--- config.mk ---
export PLATFORM = sky130hd
export DESIGN_NAME = imem_loader
export DESIGN_NICKNAME = d
export VERILOG_FILES = /design/src/rtl/imem_loader.sv
export SDC_FILE = /design/constraint.sdc
export NUM_CORES = 1
export LEC_CHECK = 0
export ABC_AREA = 1
export CORE_UTILIZATION = 26
export DETAILED_ROUTE_END_ITERATION = 8
export GPL_ROUTABILITY_DRIVEN = 0
export GPL_TIMING_DRIVEN = 0
export PLACE_DENSITY = 0.47
export SLEW_MARGIN = 5
export SYNTH_ARGS = -nofsm -noshare
export SYNTH_HDL_FRONTEND = slang
export SYNTH_SLANG_ARGS = --single-unit
--- constraint.sdc ---
create_clock -name clk -period 3.2 [get_ports clk]
set_input_delay 0.64 -clock clk [delete_from_list [all_inputs] [get_ports clk]]
set_output_delay 0.64 -clock clk [all_outputs]
set_load 0.1 [all_outputs]
--- src/rtl/imem_loader.sv ---
// -----------------------------------------------------------------------------
// imem_loader
//
// Write side of the Yu Core instruction memory. A byte stream arriving over a
// valid/ready handshake is packed little-endian into 32-bit instruction words.
// Each word goes to the instruction-memory write port at consecutive word
// addresses. The core is held in reset for as long as a load is in progress.
//
// Optional feature (compile-time macro): IMEM_LOADER_CHECKSUM_EN
//   defined   : `checksum` is the XOR of every word written by the current load.
//               It is cleared on an accepted start and is valid from `done`
//               until the next start.
//   undefined : `checksum` is tied to zero and no accumulator exists.
//
// Ports
//   clk            in   rising-edge clock
//   reset          in   synchronous, active-high reset
//   start          in   single-cycle load request (only honoured in IDLE)
//   baseAddr       in   first byte address; bits [1:0] are forced to zero
//   wordCount      in   number of words to load, latched on start
//   byteData       in   incoming byte
//   byteValid      in   byteData is valid
//   byteReady      out  loader accepts a byte this cycle
//   memWriteEnable out  instruction-memory write strobe (one cycle per word)
//   memAddr        out  write byte address
//   memWriteData   out  word to write
//   busy           out  load in progress (COLLECT, WRITE, DONE)
//   done           out  one-cycle pulse when a load completes
//   coreHold       out  holds the core in reset; equal to busy
//   checksum       out  running XOR of written words (see above)
// -----------------------------------------------------------------------------
module imem_loader #(
    parameter int ADDR_WIDTH  = 32,
    parameter int DATA_WIDTH  = 32,
    parameter int COUNT_WIDTH = 16
) (
    input  logic                   clk,
    input  logic                   reset,
    input  logic                   start,
    input  logic [ADDR_WIDTH-1:0]  baseAddr,
    input  logic [COUNT_WIDTH-1:0] wordCount,
    input  logic [7:0]             byteData,
    input  logic                   byteValid,
    output logic                   byteReady,
    output logic                   memWriteEnable,
    output logic [ADDR_WIDTH-1:0]  memAddr,
    output logic [DATA_WIDTH-1:0]  memWriteData,
    output logic                   busy,
    output logic                   done,
    output logic                   coreHold,
    output logic [DATA_WIDTH-1:0]  checksum
);

    typedef enum logic [1:0] {
        S_IDLE    = 2'd0,
        S_COLLECT = 2'd1,
        S_WRITE   = 2'd2,
        S_DONE    = 2'd3
    } state_e;

    // Masking (rather than slicing) keeps every baseAddr bit in use while
    // forcing word alignment.
    localparam logic [ADDR_WIDTH-1:0]  ALIGN_MASK  = {{(ADDR_WIDTH-2){1'b1}}, 2'b00};
    localparam logic [ADDR_WIDTH-1:0]  WORD_STRIDE = ADDR_WIDTH'(3'd4);
    localparam logic [COUNT_WIDTH-1:0] COUNT_ONE   = COUNT_WIDTH'(1'b1);

    state_e                 state_q, state_d;
    logic [ADDR_WIDTH-1:0]  addr_q, addr_d;
    logic [COUNT_WIDTH-1:0] count_q, count_d;
    logic [1:0]             idx_q, idx_d;
    logic [DATA_WIDTH-1:0]  word_q, word_d;

    logic                   byte_ready_q, byte_ready_d;
    logic                   mem_we_q, mem_we_d;
    logic [ADDR_WIDTH-1:0]  mem_addr_q, mem_addr_d;
    logic [DATA_WIDTH-1:0]  mem_wdata_q, mem_wdata_d;
    logic                   busy_q, busy_d;
    logic                   done_q, done_d;

    // Next-state, datapath and registered-output computation.
    always_comb begin
        state_d     = state_q;
        addr_d      = addr_q;
        count_d     = count_q;
        idx_d       = idx_q;
        word_d      = word_q;
        mem_addr_d  = mem_addr_q;
        mem_wdata_d = mem_wdata_q;

        case (state_q)
            S_IDLE: begin
                if (start) begin
                    addr_d  = baseAddr & ALIGN_MASK;
                    count_d = wordCount;
                    idx_d   = 2'd0;
                    word_d  = '0;
                    if (wordCount == '0) begin
                        state_d = S_DONE;
                    end else begin
                        state_d = S_COLLECT;
                    end
                end else begin
                    state_d = S_IDLE;
                end
            end
            S_COLLECT: begin
                // byte_ready_q is high throughout COLLECT, so acceptance
                // never depends combinationally on byteValid for the ready.
                if (byteValid && byte_ready_q) begin
                    word_d[{idx_q, 3'b000} +: 8] = byteData;
                    if (idx_q == 2'd3) begin
                        state_d     = S_WRITE;
                        idx_d       = 2'd0;
                        mem_addr_d  = addr_q;
                        mem_wdata_d = word_d;
                    end else begin
                        idx_d = idx_q + 2'd1;
                    end
                end else begin
                    state_d = S_COLLECT;
                end
            end
            S_WRITE: begin
                // Address wraps naturally modulo 2^ADDR_WIDTH.
                addr_d  = addr_q + WORD_STRIDE;
                count_d = count_q - COUNT_ONE;
                if (count_q == COUNT_ONE) begin
                    state_d = S_DONE;
                end else begin
                    state_d = S_COLLECT;
                end
            end
            S_DONE: begin
                state_d = S_IDLE;
            end
            default: begin
                state_d = S_IDLE;
            end
        endcase

        // Outputs are registered copies of the decoded next state.
        byte_ready_d = (state_d == S_COLLECT);
        mem_we_d     = (state_d == S_WRITE);
        busy_d       = (state_d != S_IDLE);
        done_d       = (state_d == S_DONE);
    end

    // State, datapath and output registers with synchronous reset.
    always_ff @(posedge clk) begin
        if (reset) begin
            state_q      <= S_IDLE;
            addr_q       <= '0;
            count_q      <= '0;
            idx_q        <= 2'd0;
            word_q       <= '0;
            byte_ready_q <= 1'b0;
            mem_we_q     <= 1'b0;
            mem_addr_q   <= '0;
            mem_wdata_q  <= '0;
            busy_q       <= 1'b0;
            done_q       <= 1'b0;
        end else begin
            state_q      <= state_d;
            addr_q       <= addr_d;
            count_q      <= count_d;
            idx_q        <= idx_d;
            word_q       <= word_d;
            byte_ready_q <= byte_ready_d;
            mem_we_q     <= mem_we_d;
            mem_addr_q   <= mem_addr_d;
            mem_wdata_q  <= mem_wdata_d;
            busy_q       <= busy_d;
            done_q       <= done_d;
        end
    end

`ifdef IMEM_LOADER_CHECKSUM_EN
    logic [DATA_WIDTH-1:0] checksum_q, checksum_d;

    // Checksum accumulation: cleared on an accepted start, folded in on WRITE.
    always_comb begin
        if (state_q == S_IDLE && start) begin
            checksum_d = '0;
        end else if (state_q == S_WRITE) begin
            checksum_d = checksum_q ^ mem_wdata_q;
        end else begin
            checksum_d = checksum_q;
        end
    end

    // Checksum register.
    always_ff @(posedge clk) begin
        if (reset) begin
            checksum_q <= '0;
        end else begin
            checksum_q <= checksum_d;
        end
    end

    assign checksum = checksum_q;
`else
    assign checksum = '0;
`endif

    assign byteReady      = byte_ready_q;
    assign memWriteEnable = mem_we_q;
    assign memAddr        = mem_addr_q;
    assign memWriteData   = mem_wdata_q;
    assign busy           = busy_q;
    assign done           = done_q;
    assign coreHold       = busy_q;

endmodule

==> impl_metrics.csv <==
group,metric,value,unit
setup_path,worstPathRequired,2560,ps
detailed_routing,firstDrtPassIters,5,
sta,finalSetupViolCount,0,
setup_path,start_kind,"flop",
power_and_ir_drop,peakVddDrop,307,µV
yosys,synth_area,0.00744,mm²
sta,post-route-period-util,82.4,%
setup_path,crit_path_start,"byteReady",
setup_path,cpMaxStageDelayCell,"clkdlybuf4s50_1",
finish,layout.nets,1355,
yosys,synthArstFlopShare,0,%
setup_path,cp-endpoint,"byteReady",
setup_path,cp-end-kind,"output pin",
sta,final_hold_viol_count,0,
yosys,yosys.cell_count.top_type,"nand2_1",
floorplan,fp.dieW,171,µm
yosys,synth_area_leaders,"dfxtp_1 (40%), nand2_1 (12%), nor2_1 (9.3%)",
global_routing,grt_overflow_total,0,
finish,area_delta_synth_final,33.3,%
clock_tree,cts_tree,"yes",
setup_path,reg2reg_from,"idx_q[0]",
detailed_routing,drt_iter0_markers,553,
setup_path,crit_fanout,3,
global_routing,track_usage,18.4,%
setup_path,crit_type,"reg2out",
sta,rsz0062_at_grt,"false",
global_routing,grt_pass1_wl,40300,µm
clock_tree,cts-resized-gates,0,
setup_path,path_buf_inv,1,
clock_tree,clockBufferDepth,2,
clock_tree,clk_pin_slew,60,ps
clock_tree,clk_latency,440,ps
yosys,syn_avg_cell_area,6.69,µm²
setup_path,crit_chain,"clkdlybuf4s50_1",
yosys,ys_ff_latch,148,
power_and_ir_drop,leakagePower,3.84,nW
sta,tns,0,ps
hold_path,hold_class,"reg2reg",
setup_path,slowest_delay,1160,ps
setup_path,arrival,2000,ps
clock_tree,clock_sinks,148,
yosys,synthCells,1111,
finish,final_area,0.00991,mm²
floorplan,die_area,0.0293,mm²
floorplan,core,0.0279,mm²
global_routing,grt_pass1_vias,7082,
yosys,yosysWarnings,0,
setup_path,r2r-end,"word_q[11]",
yosys,synth_common_cells,"nand2_1 (239), nor2_1 (184), dfxtp_1 (148), a21oi_1 (111), inv_1 (94)",
yosys,synth_top_cell_by_area,"dfxtp_1",
sta,clock.fmax,379,MHz
detailed_routing,wl_per_cell,15.9,µm
setup_path,path_depth,1,
sta,drv_slew,0,
sta,min_period,2640,ps
yosys,synth_top_area_share,39.8,%
setup_path,path_delay_family,"buffers and inverters",
floorplan,num_io_pins,161,
setup_path,rrSetupSlack,680,ps
placed_design,io_buffers,123,
placed_design,placed_cell_area,0.00927,mm²
sta,max_slew_margin,33.5,%
setup_path,r2r_cells,10,
clock_tree,cts_root_buf,"clkbuf_16",
sta,skew,13.3,ps
detailed_routing,ant_nets,0,
yosys,seq_area_frac_synth,39.8,%
clock_tree,cts_made_buffers,17,
sta,tightest_slew,994,ps
yosys,ys.flop_type,"dfxtp_1",
global_routing,antenna_found_initial,0,
clock_tree,post_cts_buffers,0,
detailed_routing,wl,26700,µm
yosys,yosysUniqueCellTypes,38,
job,drv_cap,0,
power_and_ir_drop,power_density,493,mW/mm²
placed_design,hpwl,20100,µm
finish,drive_above_1_share,8.78,%
global_routing,grt_max_degree,17,
finish,antenna_cells,0,
floorplan,initial_core_util,26.6,%
detailed_routing,route.vias.total,7563,
clock_tree,htreeDepth,4,
detailed_routing,drc,0,
floorplan,core.rowCount,61,
yosys,synth-edff-count,0,
detailed_routing,via_per_inst,4.51,
clock_tree,hold_buffers,0,
outcome,status,"completed",
floorplan,die_y,171,µm
==> layout by cell type, fill, tap and decap left out, types with 7 or more instances in the layout <==
cell type and instances:
or2_2 8, a21oi_1 111, clkbuf_16 17, or2_0 9, ha_1 9, o22ai_1 18, nand2_1 239, nor2_1 184
o21ai_0 85, conb_1 34, clkbuf_1 29, nand3_1 59, inv_2 7, clkdlybuf4s50_1 123, buf_4 36, buf_2 17
a31oi_1 8, nand4_1 7, inv_1 94, dfxtp_1 148
==> metrics by stage <==
| step | power, W | hold WS (ps) | cells | worst slack [ps] | util [%] |
|---|---|---|---|---|---|
| after detailed placement | 0.00266 | 456 | 1645 | 381 | 33.2 |
| after floorplan | 0.00245 | 444 | 1144 | 1200 | - |
| after global routing | 0.00506 | 482 | 1676 | 479 | 35.5 |
| final | 0.00488 | 463 | 1676 | 564 | 35.5 |
| after global placement | 0.00267 | 451 | 1645 | 357 | 33.2 |
| after CTS | 0.00491 | 467 | 1676 | 543 | 35.5 |
==> registers in the layout, indices dropped and copies added, names as in the netlist <==
signal,count
addr_q,30
state_q,2
byteReady,1
busy,1
idx_q,2
word_q,32
memWriteData,32
memWriteEnable,1
count_q,16
memAddr,30
done,1
==> worst min-delay path by stage <==
| stage | startpoint | endpoint | depth (start not counted) |
|---|---|---|---|
| 6_report | word_q[7] | word_q[7] | 2 |
| 5_1_grt | word_q[1] | word_q[1] | 2 |
| 4_1_cts | word_q[7] | word_q[7] | 2 |
| 3_5_place_dp | word_q[27] | word_q[27] | 2 |
| 3_3_place_gp | word_q[22] | word_q[22] | 2 |
| 2_1_floorplan | word_q[0] | word_q[0] | 2 |
==> per-layer routing <==
layer | routed length [µm] | share of wire, % | GRT usage (%) | vias up
li1 | - | - | - | 3876
met1 | 12100 | 45 | 23.5 | 3456
met2 | 12800 | 48 | 31.5 | 213
met3 | 1530 | 5.7 | 3.49 | 18
met4 | 277 | 1.0 | 4.81 | 0
met5 | 0 | 0 | 0 | -
==> area by class of cell <==
class / count / area (µm²)
well taps: 378 / 473
repair buffers: 123 / 1230
multi-input cells: 807 / 3710
clock inverters: 11 / 200
plain buffers: 88 / 507
flip-flops and latches: 148 / 2960
fillers: 3059 / 18000
inverters: 101 / 379
clock buffers: 20 / 447
==> power by group <==
part | total (W) | leakage [nW] | internal, W | switching, W
sequential | 0.00194 | 1.20 | 0.00189 | 0.0000501
clock | 0.00226 | 0.307 | 0.00141 | 0.000847
combinational | 0.000692 | 2.33 | 0.000203 | 0.000489
==> kinds of logic (layout without fill, tap and decap cells) <==
group / count (synthesis) / count (layout) / share of synthesized area, %
AND/OR/NAND/NOR: 524 / 524 / 29.3
AO/OA/AOI/OAI: 234 / 234 / 16.7
buffers and inverters: 189 / 343 / 11.9
flip-flops: 148 / 148 / 39.8
adder cells (fa/ha/maj): 9 / 9 / 1.51
XOR/XNOR: 6 / 6 / 0.707
other: 1 / 34 / 0.0504
Note: power is estimated with default switching activity, not from simulation.
